[config.mk]
export PLATFORM = sky130hd
export DESIGN_NAME = egress_serializer
export DESIGN_NICKNAME = d
export VERILOG_FILES = /design/src/rtl/egress_serializer_pkg.sv /design/src/rtl/rr_arbiter4.sv /design/src/rtl/egress_serializer.sv
export SDC_FILE = /design/constraint.sdc
export NUM_CORES = 1
export LEC_CHECK = 0
export CAP_MARGIN = 40
export CORE_ASPECT_RATIO = 0.6
export CORE_UTILIZATION = 35
export CTS_BUF_LIST = sky130_fd_sc_hd__clkbuf_2 sky130_fd_sc_hd__clkbuf_4 sky130_fd_sc_hd__clkbuf_8
export DETAILED_ROUTE_END_ITERATION = 10
export PLACE_DENSITY_LB_ADDON = 0.1
export SETUP_SLACK_MARGIN = 0.5
export SYNTH_ARGS = -nofsm -noshare
export SYNTH_HDL_FRONTEND = slang
export SYNTH_HIERARCHICAL = 1
export SYNTH_SLANG_ARGS = --single-unit
[constraint.sdc]
create_clock -name clk -period 3.5 [get_ports clk]
set_input_delay 0.7 -clock clk [delete_from_list [all_inputs] [get_ports clk]]
set_output_delay 0.7 -clock clk [all_outputs]
set_load 0.02 [all_outputs]
[src/rtl/egress_serializer_pkg.sv]
// Shared definitions for the egress serializer: FSM encoding and frame layout.
package egress_serializer_pkg;

    typedef enum logic [1:0] {
        IDLE  = 2'd0,
        POP   = 2'd1,
        LOAD  = 2'd2,
        SHIFT = 2'd3
    } state_t;

    localparam int unsigned FRAME_LEN         = 12;
    localparam logic        START_BIT         = 1'b1;
    localparam int          WORD_SIZE_DEFAULT = 10;

endpackage

[src/rtl/rr_arbiter4.sv]
// Combinational 4-way round-robin pick: first requester at or above ptr, modulo 4.
module rr_arbiter4 (
    input  logic [3:0] req,
    input  logic [1:0] ptr,
    output logic [1:0] grant,
    output logic       grant_valid
);

    logic [1:0] cand;

    always_comb begin
        grant       = '0;
        grant_valid = 1'b0;
        cand        = '0;
        for (int unsigned i = 0; i < 4; i++) begin
            cand = ptr + 2'(i);
            if (!grant_valid && req[cand]) begin
                grant       = cand;
                grant_valid = 1'b1;
            end
        end
    end

endmodule

[src/rtl/egress_serializer.sv]
// Drains four output FIFOs round-robin and sends each word as a 12-bit
// frame: start bit, d9..d0, even parity.
module egress_serializer
    import egress_serializer_pkg::*;
#(
    parameter int FIFO_WORD_SIZE = WORD_SIZE_DEFAULT,
    parameter int NUM_LANES      = 4
) (
    input  logic                      clk,
    input  logic                      reset,
    input  logic                      enable,
    input  logic [FIFO_WORD_SIZE-1:0] data_out0,
    input  logic [FIFO_WORD_SIZE-1:0] data_out1,
    input  logic [FIFO_WORD_SIZE-1:0] data_out2,
    input  logic [FIFO_WORD_SIZE-1:0] data_out3,
    input  logic [3:0]                fifo_empty,
    output logic                      pop_FIFO_out0,
    output logic                      pop_FIFO_out1,
    output logic                      pop_FIFO_out2,
    output logic                      pop_FIFO_out3,
    output logic                      serial_out,
    output logic                      serial_valid,
    output logic [1:0]                lane_id,
    output logic                      busy,
    output logic [7:0]                words_sent
);

    state_t                    state, state_nxt;
    logic [1:0]                rr_ptr;
    logic [FRAME_LEN-1:0]      shreg;
    logic [3:0]                bit_idx;
    logic [1:0]                grant;
    logic                      grant_valid;
    logic [3:0]                pops;
    logic                      last_bit;
    logic [FIFO_WORD_SIZE-1:0] heads [NUM_LANES];

    assign heads[0] = data_out0;
    assign heads[1] = data_out1;
    assign heads[2] = data_out2;
    assign heads[3] = data_out3;

    assign pop_FIFO_out0 = pops[0];
    assign pop_FIFO_out1 = pops[1];
    assign pop_FIFO_out2 = pops[2];
    assign pop_FIFO_out3 = pops[3];

    assign last_bit = (bit_idx == 4'(FRAME_LEN - 1));

    rr_arbiter4 u_arb (
        .req         (~fifo_empty),
        .ptr         (rr_ptr),
        .grant       (grant),
        .grant_valid (grant_valid)
    );

    always_comb begin
        state_nxt    = state;
        pops         = '0;
        serial_out   = 1'b0;
        serial_valid = 1'b0;
        busy         = (state != IDLE);
        case (state)
            IDLE: begin
                if (enable && grant_valid) state_nxt = POP;
            end
            POP: begin
                pops[lane_id] = 1'b1;
                state_nxt     = LOAD;
            end
            LOAD: begin
                state_nxt = SHIFT;
            end
            SHIFT: begin
                serial_out   = shreg[FRAME_LEN-1];
                serial_valid = 1'b1;
                if (last_bit) state_nxt = IDLE;
            end
            default: state_nxt = IDLE;
        endcase
    end

    // The whole frame is assembled at LOAD and shifted out MSB first.
    always_ff @(posedge clk) begin
        if (reset) begin
            state      <= IDLE;
            rr_ptr     <= '0;
            lane_id    <= '0;
            shreg      <= '0;
            bit_idx    <= '0;
            words_sent <= '0;
        end else begin
            state <= state_nxt;
            case (state)
                IDLE: begin
                    if (enable && grant_valid) lane_id <= grant;
                end
                LOAD: begin
                    shreg   <= {START_BIT, heads[lane_id], ^heads[lane_id]};
                    bit_idx <= '0;
                end
                SHIFT: begin
                    shreg <= {shreg[FRAME_LEN-2:0], 1'b0};
                    if (last_bit) begin
                        bit_idx    <= '0;
                        words_sent <= words_sent + 8'd1;
                        rr_ptr     <= lane_id + 2'd1;
                    end else begin
                        bit_idx <= bit_idx + 4'd1;
                    end
                end
                default: ;
            endcase
        end
    end

endmodule

### Word-level counts from Yosys, hierarchy flattened

Cells that the tools add are included.

| storage, ports and cells | value |
|---|---|
| register bits after elaboration | 30 |
| bits of input ports | 47 |
| output and inout bits | 17 |

| cells by class | value |
|---|---|
| $add $sub $neg | 6 |
| magnitude comparators | 7 |
| eq/ne operators | 6 |
| muxes and demuxes | 30 |
| bitwise logic cells | 2 |
| reductions and logical operators | 15 |

Operators by type and width:

| cell | number |
|---|---|
| $pmux W12 S2 | 1 |
| $bmux W10 S2 | 1 |
| $mux W10 | 2 |
| $lt A2 B3 Y1 const B | 5 |
| $mux W2 | 6 |
| $mux W1 | 11 |
| $reduce_xor A10 Y1 | 1 |
| $add A8 B1 Y8 const B | 1 |
| $bmux W1 S2 | 4 |
| $mux W4 | 2 |
| $pmux W2 S4 | 1 |
| $pmux W4 S2 | 1 |
| $reduce_and A2 Y1 | 3 |
| $logic_and A1 B1 Y1 | 5 |
| $add A2 B1 Y2 const B | 2 |
| $add A2 B2 Y2 const B | 2 |
| $add A4 B1 Y4 const B | 1 |
| $eq A2 B2 Y1 const B | 2 |
| $eq A4 B4 Y1 const B | 1 |
| $ne A2 B2 Y1 const B | 2 |
| $not A4 Y4 | 1 |
| $reduce_bool A2 Y1 | 2 |
| $ge A3 B3 Y1 const B | 1 |
| $logic_not A1 Y1 | 3 |
| other kinds (5) | 5 |

### Logic depth before layout (Yosys ltp)

Gate-level depths: netlist (run 1).

| logic depth | value |
|---|---|
| word-level depth | 16 |
| mapped depth | 8 |
| depth with buffers taken out | 7 |

### Hierarchy

Netlist (run 1), hierarchy kept.

By module, submodules not included:

| module | instances | cells an instance | area each (µm²) | seq. area each (µm²) |
|---|---|---|---|---|
| egress_serializer | 1 | 193 | 1803.0 | 600.6 |
| rr_arbiter4 | 1 | 15 | 77.6 | 0.0 |

### Least setup slack after synthesis (run 1)

OpenSTA, ideal clock, no wires.

| path | value |
|---|---|
| path kind | register to register |
| start point | reg lane_id[0] |
| end point | reg shreg[0] |
| data arrival time | 2.283 ns |
| data required time | 3.397 ns |
| path slack | 1.114 ns |
| cell stages (with the launch flop) | 7 |
| clock period less this slack | 2.386 ns |
| path through | dfxtp_1 buf_6 mux4_2 xnor2_1 xnor3_1 xnor2_1 a2111oi_2 |

| on the way | value |
|---|---|
| word-level cells in the longest chain between the ends | 6 |

RTL lines:

| element | RTL line | source |
|---|---|---|
| start, declared | egress_serializer.sv:23 | `output logic [1:0] lane_id,` |
| start signal, assigned | egress_serializer.sv:96 | `if (enable && grant_valid) lane_id <= grant;` |
| $not A2 Y3 (not written as such) | egress_serializer.sv:99 | `shreg <= {START_BIT, heads[lane_id], ^heads[lane_id]};` |
| $bmux W10 S2 | egress_serializer.sv:99 |  |
| $mux W10 (not written as such) (2 in a row) | egress_serializer.sv:99 |  |
| $reduce_xor A10 Y1 | egress_serializer.sv:99 |  |
| $pmux W12 S2 | egress_serializer.sv:94 | `case (state)` |
| end signal, assigned | egress_serializer.sv:99 |  |
| end signal, assigned | egress_serializer.sv:103 | `shreg <= {shreg[FRAME_LEN-2:0], 1'b0};` |
| end, declared | egress_serializer.sv:30 | `logic [FRAME_LEN-1:0] shreg;` |

Every way passes these cells. The select of a mux whose other input is x is not followed.
A chain may end at the register's enable or synchronous reset.

### Final worst setup path (run 1)

| path | value |
|---|---|
| start point | reg lane_id[0] |
| end point | out pop_FIFO_out0 |

| on the way | value |
|---|---|
| word-level cells in the longest chain between the ends | 5 |
| elaborated cells on any way between the ends | 6 |

RTL lines:

| element | RTL line | source |
|---|---|---|
| $lt A2 B3 Y1 (not written as such) / $ge A2 B1 Y1 (equally long branches) | egress_serializer.sv:68 | `pops[lane_id] = 1'b1;` |
| $logic_and A1 B1 Y1 (not written as such) | egress_serializer.sv:68 |  |
| $mux W1 (not written as such) | egress_serializer.sv:68 |  |
| $demux W1 S2 * | egress_serializer.sv:68 |  |
| $mux W4 * | egress_serializer.sv:63 | `case (state)` |
| end, declared | egress_serializer.sv:17 | `output logic pop_FIFO_out0,` |

Mark *: on every way between the ends. The rest lies on a longest branch, timed or not.

==> impl_metrics.xml, run 1 <==
<?xml version="1.0" encoding="UTF-8"?>
<metrics>
  <group name="floorplan">
    <metric name="number_of_ports_placed_on_the_die_boundary" unit="">64</metric>
    <metric name="core-area" unit="mm²">0.00510</metric>
    <metric name="die_y" unit="µm">58.8</metric>
    <metric name="die_area" unit="mm²">0.00568</metric>
    <metric name="chipWidth" unit="µm">96.6</metric>
    <metric name="initial_core_util" unit="">0.368</metric>
    <metric name="row_count" unit="">20</metric>
  </group>
  <group name="synthesis">
    <metric name="yosys.area.top_type" unit="">sky130_fd_sc_hd__dfxtp_1</metric>
    <metric name="cell_types_occupying_the_most_area_after_synthesis" unit="">sky130_fd_sc_hd__dfxtp_1, sky130_fd_sc_hd__nor2_1, sky130_fd_sc_hd__mux4_1</metric>
    <metric name="yosys_register_bits" unit="">30</metric>
    <metric name="synthesis.area_per_instance" unit="µm²">9.04</metric>
    <metric name="synth-async-reset-ratio" unit="">0</metric>
    <metric name="synth.net_count" unit="">266</metric>
    <metric name="synth_flop_cell" unit="">sky130_fd_sc_hd__dfxtp_1</metric>
    <metric name="yosys.area.top_type_share" unit="">0.319</metric>
    <metric name="synth-warning-count" unit="">6</metric>
    <metric name="yosysMostFrequentCell" unit="">sky130_fd_sc_hd__nor2_1</metric>
    <metric name="yosysSeqAreaShare" unit="">0.319</metric>
    <metric name="postSynthCellCount" unit="">208</metric>
    <metric name="synthDistinctLibCells" unit="">35</metric>
    <metric name="post_synth_most_frequent_cells" unit="">sky130_fd_sc_hd__nor2_1, sky130_fd_sc_hd__dfxtp_1, sky130_fd_sc_hd__a21oi_1, sky130_fd_sc_hd__inv_1, sky130_fd_sc_hd__mux2i_1</metric>
    <metric name="number_of_synthesized_flops_with_an_enable_pin" unit="">0</metric>
    <metric name="syn-cell-area" unit="mm²">0.00188</metric>
  </group>
  <group name="run">
    <metric name="max-cap-violations" unit="">0</metric>
  </group>
  <group name="routing">
    <metric name="routed-via-count" unit="">1621</metric>
    <metric name="route.antenna.remaining_nets" unit="">0</metric>
    <metric name="drt-total-wl" unit="µm">4760</metric>
    <metric name="dr.pass1.iters" unit="">6</metric>
    <metric name="vias_per_cell" unit="">4.78</metric>
    <metric name="drt_iter0_markers" unit="">59</metric>
    <metric name="post_drt_wl_per_cell" unit="µm">14.1</metric>
    <metric name="drc" unit="">0</metric>
  </group>
  <group name="clocking">
    <metric name="insertion_delay" unit="ns">0.28</metric>
    <metric name="cts.sink_count" unit="">30</metric>
    <metric name="longest_clk_path_bufs" unit="">2</metric>
    <metric name="cts_root_buffer" unit="">sky130_fd_sc_hd__clkbuf_8</metric>
    <metric name="clock_transition_at_the_registers_of_the_reported_paths" unit="ns">0.06</metric>
    <metric name="tritoncts" unit="">built</metric>
    <metric name="post_cts_resized" unit="">0</metric>
    <metric name="cts_hold_repair.buffers" unit="">0</metric>
    <metric name="numCtsBuffers" unit="">5</metric>
    <metric name="ctsHtreeMaxLevel" unit="">2</metric>
    <metric name="postCtsSetupRepairBufs" unit="">0</metric>
  </group>
  <group name="power">
    <metric name="pwr-share-comb" unit="">0.435</metric>
    <metric name="power" unit="mW">1.30</metric>
    <metric name="max-vdd-ir-drop" unit="mV">0.182</metric>
    <metric name="power.sequential.fraction" unit="">0.335</metric>
    <metric name="p_per_area" unit="mW/mm²">482</metric>
    <metric name="total_switching_power" unit="µW">457</metric>
    <metric name="leakage" unit="nW">1.05</metric>
    <metric name="clock_power_share" unit="">0.230</metric>
    <metric name="p_int" unit="µW">840</metric>
    <metric name="power.switching_fraction" unit="">0.353</metric>
  </group>
  <group name="layout">
    <metric name="syn2layout_area_growth" unit="%">43.1</metric>
    <metric name="final_net_count" unit="">330</metric>
    <metric name="fillers" unit="">490</metric>
    <metric name="num_antenna_cells" unit="">0</metric>
    <metric name="post_route_cells_drive_above_1_share" unit="">0.0696</metric>
  </group>
  <group name="setup_path">
    <metric name="cp_data_arrival_time" unit="ns">2.10</metric>
    <metric name="worstSetupEndpointType" unit="">output port</metric>
    <metric name="crit_path_max_incr_delay" unit="ns">0.60</metric>
    <metric name="type_of_element_launching_the_critical_path" unit="">flop</metric>
    <metric name="critical_path.max_fanout" unit="">9</metric>
    <metric name="critical-path-top-delay-family" unit="">buffers and inverters</metric>
    <metric name="critical_path.cell_chain" unit="">buf_4 &gt; inv_1 &gt; ha_1 &gt; and2_1 &gt; clkdlybuf4s50_1</metric>
    <metric name="critical_path_s_slowest_cell" unit="">sky130_fd_sc_hd__dfxtp_1</metric>
    <metric name="crit_buf_inv" unit="">3</metric>
    <metric name="critPathKind" unit="">flop to output port</metric>
    <metric name="cp_data_required_time" unit="ns">2.80</metric>
  </group>
  <group name="worst_hold_path">
    <metric name="hold_path.class" unit="">flop to flop</metric>
  </group>
  <group name="grt">
    <metric name="grt_pass1_vias" unit="">1476</metric>
    <metric name="grt_pass1_wl" unit="µm">7700</metric>
    <metric name="grt_usage" unit="">0.179</metric>
    <metric name="grt_antenna_before_repair" unit="">0</metric>
    <metric name="grt_start_max_net_pins" unit="">24</metric>
    <metric name="overflow" unit="">0</metric>
  </group>
  <group name="sta">
    <metric name="clock_skew" unit="ns">0.00938</metric>
    <metric name="rsz_0062_raised_after_global_routing" unit="">false</metric>
    <metric name="final_period_minus_worst_setup_slack" unit="ns">2.80</metric>
    <metric name="layout_setup_ws" unit="ns">0.701</metric>
    <metric name="final_min_period_over_clock_period" unit="">0.800</metric>
    <metric name="report.final.hold_viol_count" unit="">0</metric>
    <metric name="worst_slew_pin_slew" unit="ns">0.658</metric>
    <metric name="maxSlewHeadroom" unit="">0.561</metric>
    <metric name="fmax" unit="MHz">357</metric>
    <metric name="final-setup-viol-count" unit="">0</metric>
    <metric name="final_max_slew_viol_count" unit="">0</metric>
    <metric name="tns" unit="ns">0</metric>
  </group>
  <group name="placement">
    <metric name="place_congestion" unit="">0.773</metric>
    <metric name="dp_hpwl" unit="µm">3670</metric>
    <metric name="placement_setup_slack" unit="ns">0.653</metric>
    <metric name="place.port_buffers" unit="">63</metric>
  </group>
  <group name="outcome">
    <metric name="status" unit="">completed</metric>
  </group>
</metrics>
[state kept, by name, summed over array words and instances (netlist names)]
name / cells
shreg: 12
rr_ptr: 2
state: 2
words_sent: 8
lane_id: 2
bit_idx: 4
[tightest hold or removal path, cell delays in order, from the launching register on]
cell,delay [ns]
sky130_fd_sc_hd__dfxtp_1,0.33
sky130_fd_sc_hd__nand2_1,0.06
sky130_fd_sc_hd__a21oi_1,0.05
[power by group through the flow]
stage | clock (mW) | sequential, mW | combinational, mW
2_1_floorplan | 0 | 0.427 | 0.394
3_3_place_gp | 0 | 0.442 | 0.551
3_5_place_dp | 0 | 0.442 | 0.561
4_1_cts | 0.305 | 0.435 | 0.568
5_1_grt | 0.322 | 0.443 | 0.620
6_report | 0.298 | 0.435 | 0.564
[layout by cell type, fill, tap and decap left out, types with 2 or more instances in the layout]
master and count:
sky130_fd_sc_hd__a211oi_1 2, sky130_fd_sc_hd__a21oi_1 21, sky130_fd_sc_hd__and2_1 5, sky130_fd_sc_hd__buf_4 3, sky130_fd_sc_hd__buf_8 2, sky130_fd_sc_hd__clkbuf_8 6
sky130_fd_sc_hd__clkdlybuf4s50_1 63, sky130_fd_sc_hd__dfxtp_1 30, sky130_fd_sc_hd__ha_1 11, sky130_fd_sc_hd__inv_1 15, sky130_fd_sc_hd__mux2i_1 15, sky130_fd_sc_hd__mux4_1 6
sky130_fd_sc_hd__mux4_2 4, sky130_fd_sc_hd__nand2_1 8, sky130_fd_sc_hd__nand3_1 4, sky130_fd_sc_hd__nand4_1 3, sky130_fd_sc_hd__nor2_1 43, sky130_fd_sc_hd__o21ai_0 2
sky130_fd_sc_hd__xnor2_1 7, sky130_fd_sc_hd__xor2_1 6
[per-stage QoR]
stage | hold slack [ns] | instances | util | area (µm²)
2_1_floorplan | 0.454 | 208 | - | 1880
3_3_place_gp | 0.469 | 329 | 0.503 | 2570
3_5_place_dp | 0.474 | 331 | 0.509 | 2600
4_1_cts | 0.494 | 339 | 0.527 | 2690
5_1_grt | 0.514 | 339 | 0.527 | 2690
6_report | 0.493 | 339 | 0.527 | 2690
[worst paths after layout]
path	from	end	slack [ns]	cells past startpoint
worst max register to register	lane_id[0]$_SDFFE_PP0P_	shreg[0]$_SDFFE_PP0P_	0.80	6
worst min register to register	words_sent[1]$_SDFFE_PP0P_	words_sent[1]$_SDFFE_PP0P_	0.49	2
worst min-delay path	words_sent[1]$_SDFFE_PP0P_	words_sent[1]$_SDFFE_PP0P_	0.49	2
worst max-delay path	lane_id[0]$_SDFFE_PP0P_	pop_FIFO_out0	0.70	5
[kinds of logic (layout without fill, tap and decap cells)]
logic type               Yosys count  in the layout  synth area share
AO/OA/AOI/OAI                     31             31             0.100
XOR/XNOR                          14             14            0.0725
AND/OR/NAND/NOR                   70             70             0.164
adder cells (fa/ha/maj)           11             11            0.0732
multiplexers                      25             25             0.212
buffers and inverters             27             92            0.0585
flip-flops                        30             30             0.319
[layer usage]
| layer | vias to the layer above | GRT usage | share of wire |
|---|---|---|---|
| met5 | - | 0 | 0 |
| met3 | 4 | 0.0570 | 0.066 |
| met4 | 0 | 0.0725 | 0.014 |
| met1 | 729 | 0.281 | 0.59 |
| li1 | 843 | - | - |
| met2 | 45 | 0.215 | 0.33 |
[final cells by class]
type | count | area [µm²] | share of cell area
flip-flops and latches | 30 | 601 | 0.223
well taps | 66 | 82.6 | 0.0307
clock inverters | 2 | 12.5 | 0.00465
repair buffers | 68 | 683 | 0.254
multi-input cells | 151 | 1170 | 0.435
inverters | 16 | 60.1 | 0.0223
clock buffers | 6 | 82.6 | 0.0307
(Power assumes the default switching activity.)
==> run 2, diff against run 1 <==
==> constraint.sdc (replaced) <==
create_clock -name clk -period 2.6 [get_ports clk]
set_input_delay 0.52 -clock clk [delete_from_list [all_inputs] [get_ports clk]]
set_output_delay 0.52 -clock clk [all_outputs]
set_load 0.02 [all_outputs]
==> run 2 against run 1 <==
Final area grew 4.9%. Non-clock buffer count grew 14. Largest power group unchanged. Routed wire length shrank 2.5%. Via count grew 3.9%. Worst hold slack lost 0.013 ns. First-iteration DRC count shrank 10%. Count of clock-buffer cells in the layout is the same. Combinational power grew 43%. Clock skew grew 0.00097 ns. Critical path type is now input port to flop. Critical endpoint is now shreg[0]$_SDFFE_PP0P_. Critical path depth grew 1. Sequential share of layout area shrank 0.77 points. Register-to-register slack lost 0.42 ns.
==> impl_metrics.xml, run 2 (synthesis gave the netlist of run 1 again) <==
<?xml version="1.0" encoding="UTF-8"?>
<metrics>
  <group name="placement">
    <metric name="detailed_place.area" unit="mm²">0.00259</metric>
    <metric name="place_congestion" unit="">0.726</metric>
    <metric name="place.port_buffers" unit="">63</metric>
    <metric name="dp_hpwl" unit="µm">3240</metric>
  </group>
  <group name="sta">
    <metric name="final_max_slew_viol_count" unit="">0</metric>
    <metric name="tns" unit="ns">0</metric>
    <metric name="final_period_minus_worst_setup_slack" unit="ns">2.23</metric>
    <metric name="report.final.hold_viol_count" unit="">0</metric>
    <metric name="rsz_0062_raised_after_global_routing" unit="">true</metric>
    <metric name="final_min_period_over_clock_period" unit="">0.856</metric>
    <metric name="clock_skew" unit="ns">0.0104</metric>
    <metric name="final-setup-viol-count" unit="">0</metric>
    <metric name="maxSlewHeadroom" unit="">0.423</metric>
    <metric name="worst_slew_pin_slew" unit="ns">0.866</metric>
    <metric name="fmax" unit="MHz">449</metric>
  </group>
  <group name="routing">
    <metric name="route.antenna.remaining_nets" unit="">0</metric>
    <metric name="drc" unit="">0</metric>
    <metric name="post_drt_wl_per_cell" unit="µm">13.2</metric>
    <metric name="vias_per_cell" unit="">4.77</metric>
    <metric name="drt_iter0_markers" unit="">53</metric>
    <metric name="dr.pass1.iters" unit="">4</metric>
    <metric name="routed-via-count" unit="">1684</metric>
    <metric name="drt-total-wl" unit="µm">4640</metric>
  </group>
  <group name="grt">
    <metric name="grt_antenna_before_repair" unit="">0</metric>
    <metric name="globalRouteMet3Util" unit="">0.0451</metric>
    <metric name="grt_pass1_wl" unit="µm">7560</metric>
    <metric name="globalRoute.busiestLayer" unit="">met1</metric>
    <metric name="grt_start_max_net_pins" unit="">23</metric>
    <metric name="grt_pass1_vias" unit="">1557</metric>
    <metric name="overflow" unit="">0</metric>
    <metric name="gr-usage-met2" unit="">0.238</metric>
    <metric name="met1_usage" unit="">0.253</metric>
    <metric name="grt_usage" unit="">0.168</metric>
  </group>
  <group name="setup_path">
    <metric name="cp_data_required_time" unit="ns">2.78</metric>
    <metric name="critPathKind" unit="">input port to flop</metric>
    <metric name="r2r_end" unit="">shreg[0]$_SDFFE_PP0P_</metric>
    <metric name="r2r_setup_slack" unit="ns">0.38</metric>
    <metric name="regToRegStartpoint" unit="">lane_id[0]$_SDFFE_PP0P_</metric>
    <metric name="ff2ff_path_depth" unit="">7</metric>
    <metric name="cp_data_arrival_time" unit="ns">2.41</metric>
    <metric name="worstSetupEndpointType" unit="">flop</metric>
    <metric name="type_of_element_launching_the_critical_path" unit="">input port</metric>
    <metric name="critical_path.max_fanout" unit="">2</metric>
  </group>
  <group name="clocking">
    <metric name="clock_transition_at_the_registers_of_the_reported_paths" unit="ns">0.07</metric>
    <metric name="tritoncts" unit="">built</metric>
    <metric name="ctsHtreeMaxLevel" unit="">2</metric>
    <metric name="cts_hold_repair.buffers" unit="">0</metric>
    <metric name="insertion_delay" unit="ns">0.28</metric>
    <metric name="cts_root_buffer" unit="">sky130_fd_sc_hd__clkbuf_8</metric>
    <metric name="longest_clk_path_bufs" unit="">2</metric>
    <metric name="cts.sink_count" unit="">30</metric>
    <metric name="numCtsBuffers" unit="">5</metric>
  </group>
  <group name="floorplan">
    <metric name="die_y" unit="µm">58.8</metric>
    <metric name="core-area" unit="mm²">0.00510</metric>
    <metric name="die_area" unit="mm²">0.00568</metric>
    <metric name="number_of_ports_placed_on_the_die_boundary" unit="">64</metric>
    <metric name="chipWidth" unit="µm">96.6</metric>
    <metric name="row_count" unit="">20</metric>
    <metric name="initial_core_util" unit="">0.368</metric>
  </group>
  <group name="layout">
    <metric name="most_frequent_cells_in_the_layout" unit="">sky130_fd_sc_hd__nor2_1, sky130_fd_sc_hd__clkdlybuf4s50_1, sky130_fd_sc_hd__dfxtp_1</metric>
    <metric name="final_net_count" unit="">344</metric>
    <metric name="num_antenna_cells" unit="">0</metric>
    <metric name="syn2layout_area_growth" unit="%">50.1</metric>
    <metric name="flip_flop_count_of_the_largest_register_after_layout" unit="">12</metric>
    <metric name="final_core_util" unit="">0.553</metric>
    <metric name="post_route_cells_drive_above_1_share" unit="">0.153</metric>
    <metric name="layout_top_registers" unit="">shreg x12, words_sent x8, bit_idx x4</metric>
    <metric name="largest-register" unit="">shreg</metric>
    <metric name="layout.cells.most_common" unit="">sky130_fd_sc_hd__nor2_1</metric>
    <metric name="layout.cell_area.non_filler" unit="mm²">0.00282</metric>
  </group>
  <group name="worst_hold_path">
    <metric name="hold_path.class" unit="">flop to flop</metric>
    <metric name="min_delay_path_depth" unit="">2</metric>
    <metric name="whs_endpoint" unit="">shreg[8]$_SDFFE_PP0P_</metric>
    <metric name="worstHoldStart" unit="">shreg[7]$_SDFFE_PP0P_</metric>
  </group>
  <group name="run">
    <metric name="max-cap-violations" unit="">0</metric>
  </group>
  <group name="power">
    <metric name="max-vdd-ir-drop" unit="mV">0.326</metric>
    <metric name="leakage" unit="nW">1.25</metric>
    <metric name="p_per_area" unit="mW/mm²">627</metric>
  </group>
  <group name="outcome">
    <metric name="status" unit="">completed</metric>
  </group>
</metrics>
==> run 2: critical path, cell delays in order <==
cell,delay (ns)
sky130_fd_sc_hd__clkdlybuf4s50_1,0.39
sky130_fd_sc_hd__mux4_2,0.53
sky130_fd_sc_hd__xnor2_2,0.16
sky130_fd_sc_hd__xnor3_1,0.37
sky130_fd_sc_hd__xnor2_2,0.15
sky130_fd_sc_hd__a2111oi_2,0.28
==> run 2: timing repair <==
item	CTS	global route
buffers inserted	13	2
pin swaps	5	5
endpoints found under the setup margin	8	2
gates resized for setup	26	13
==> run 2: stage by stage <==
stage | worst slack (ns) | power, mW | hold slack, ns | std cells
after floorplan | 0.483 | 1.12 | 0.454 | 208
after global placement | 0.0709 | 1.34 | 0.464 | 330
after detailed placement | 0.0315 | 1.34 | 0.470 | 330
after CTS | 0.347 | 1.75 | 0.484 | 351
after global routing | 0.268 | 1.90 | 0.517 | 353
final | 0.374 | 1.77 | 0.481 | 353
==> run 2: cell type report <==
| type | count | area (µm²) |
|---|---|---|
| clock buffer | 6 | 82.6 |
| clock inverter | 2 | 12.5 |
| fill | 479 | 2280 |
| inverter | 16 | 60.1 |
| multi-input combinational | 151 | 1190 |
| sequential | 30 | 608 |
| tap | 66 | 82.6 |
| timing repair buffer | 82 | 790 |
==> run 2: per-layer routing <==
| layer | vias to the layer above | routed length (µm) |
|---|---|---|
| met5 | - | 0 |
| met4 | 0 | 16 |
| met3 | 2 | 298 |
| met2 | 52 | 1790 |
| met1 | 760 | 2540 |
| li1 | 870 | - |
==> run 2: where the power goes <==
part | internal [mW] | switching, mW
Clock | 0.213 | 0.178
Sequential | 0.525 | 0.0468
Combinational | 0.420 | 0.387
Total | 1.16 | 0.612
==> run 2: worst max path at each step <==
stage	start	end	slack (ns)	cells past startpoint
2_1_floorplan	lane_id[0]$_SDFFE_PP0P_	shreg[0]$_SDFFE_PP0P_	0.48	6
3_3_place_gp	data_out3[5]	shreg[0]$_SDFFE_PP0P_	0.07	6
3_5_place_dp	data_out3[5]	shreg[0]$_SDFFE_PP0P_	0.03	6
4_1_cts	lane_id[0]$_SDFFE_PP0P_	shreg[0]$_SDFFE_PP0P_	0.35	7
5_1_grt	lane_id[0]$_SDFFE_PP0P_	shreg[0]$_SDFFE_PP0P_	0.27	7
6_report	data_out3[2]	shreg[0]$_SDFFE_PP0P_	0.37	6
==> run 3, diff against run 2 <==
--- a/config.mk
+++ b/config.mk
@@ -9,6 +9,7 @@
 export CORE_ASPECT_RATIO = 0.6
 export CORE_UTILIZATION = 35
 export CTS_BUF_LIST = sky130_fd_sc_hd__clkbuf_2 sky130_fd_sc_hd__clkbuf_4 sky130_fd_sc_hd__clkbuf_8
+export CTS_CLUSTER_DIAMETER = 30
 export DETAILED_ROUTE_END_ITERATION = 10
 export PLACE_DENSITY_LB_ADDON = 0.1
 export SETUP_SLACK_MARGIN = 0.5
==> results of run 3 <==
Same layout as run 2: the final DEF is identical, and so are final timing and power.
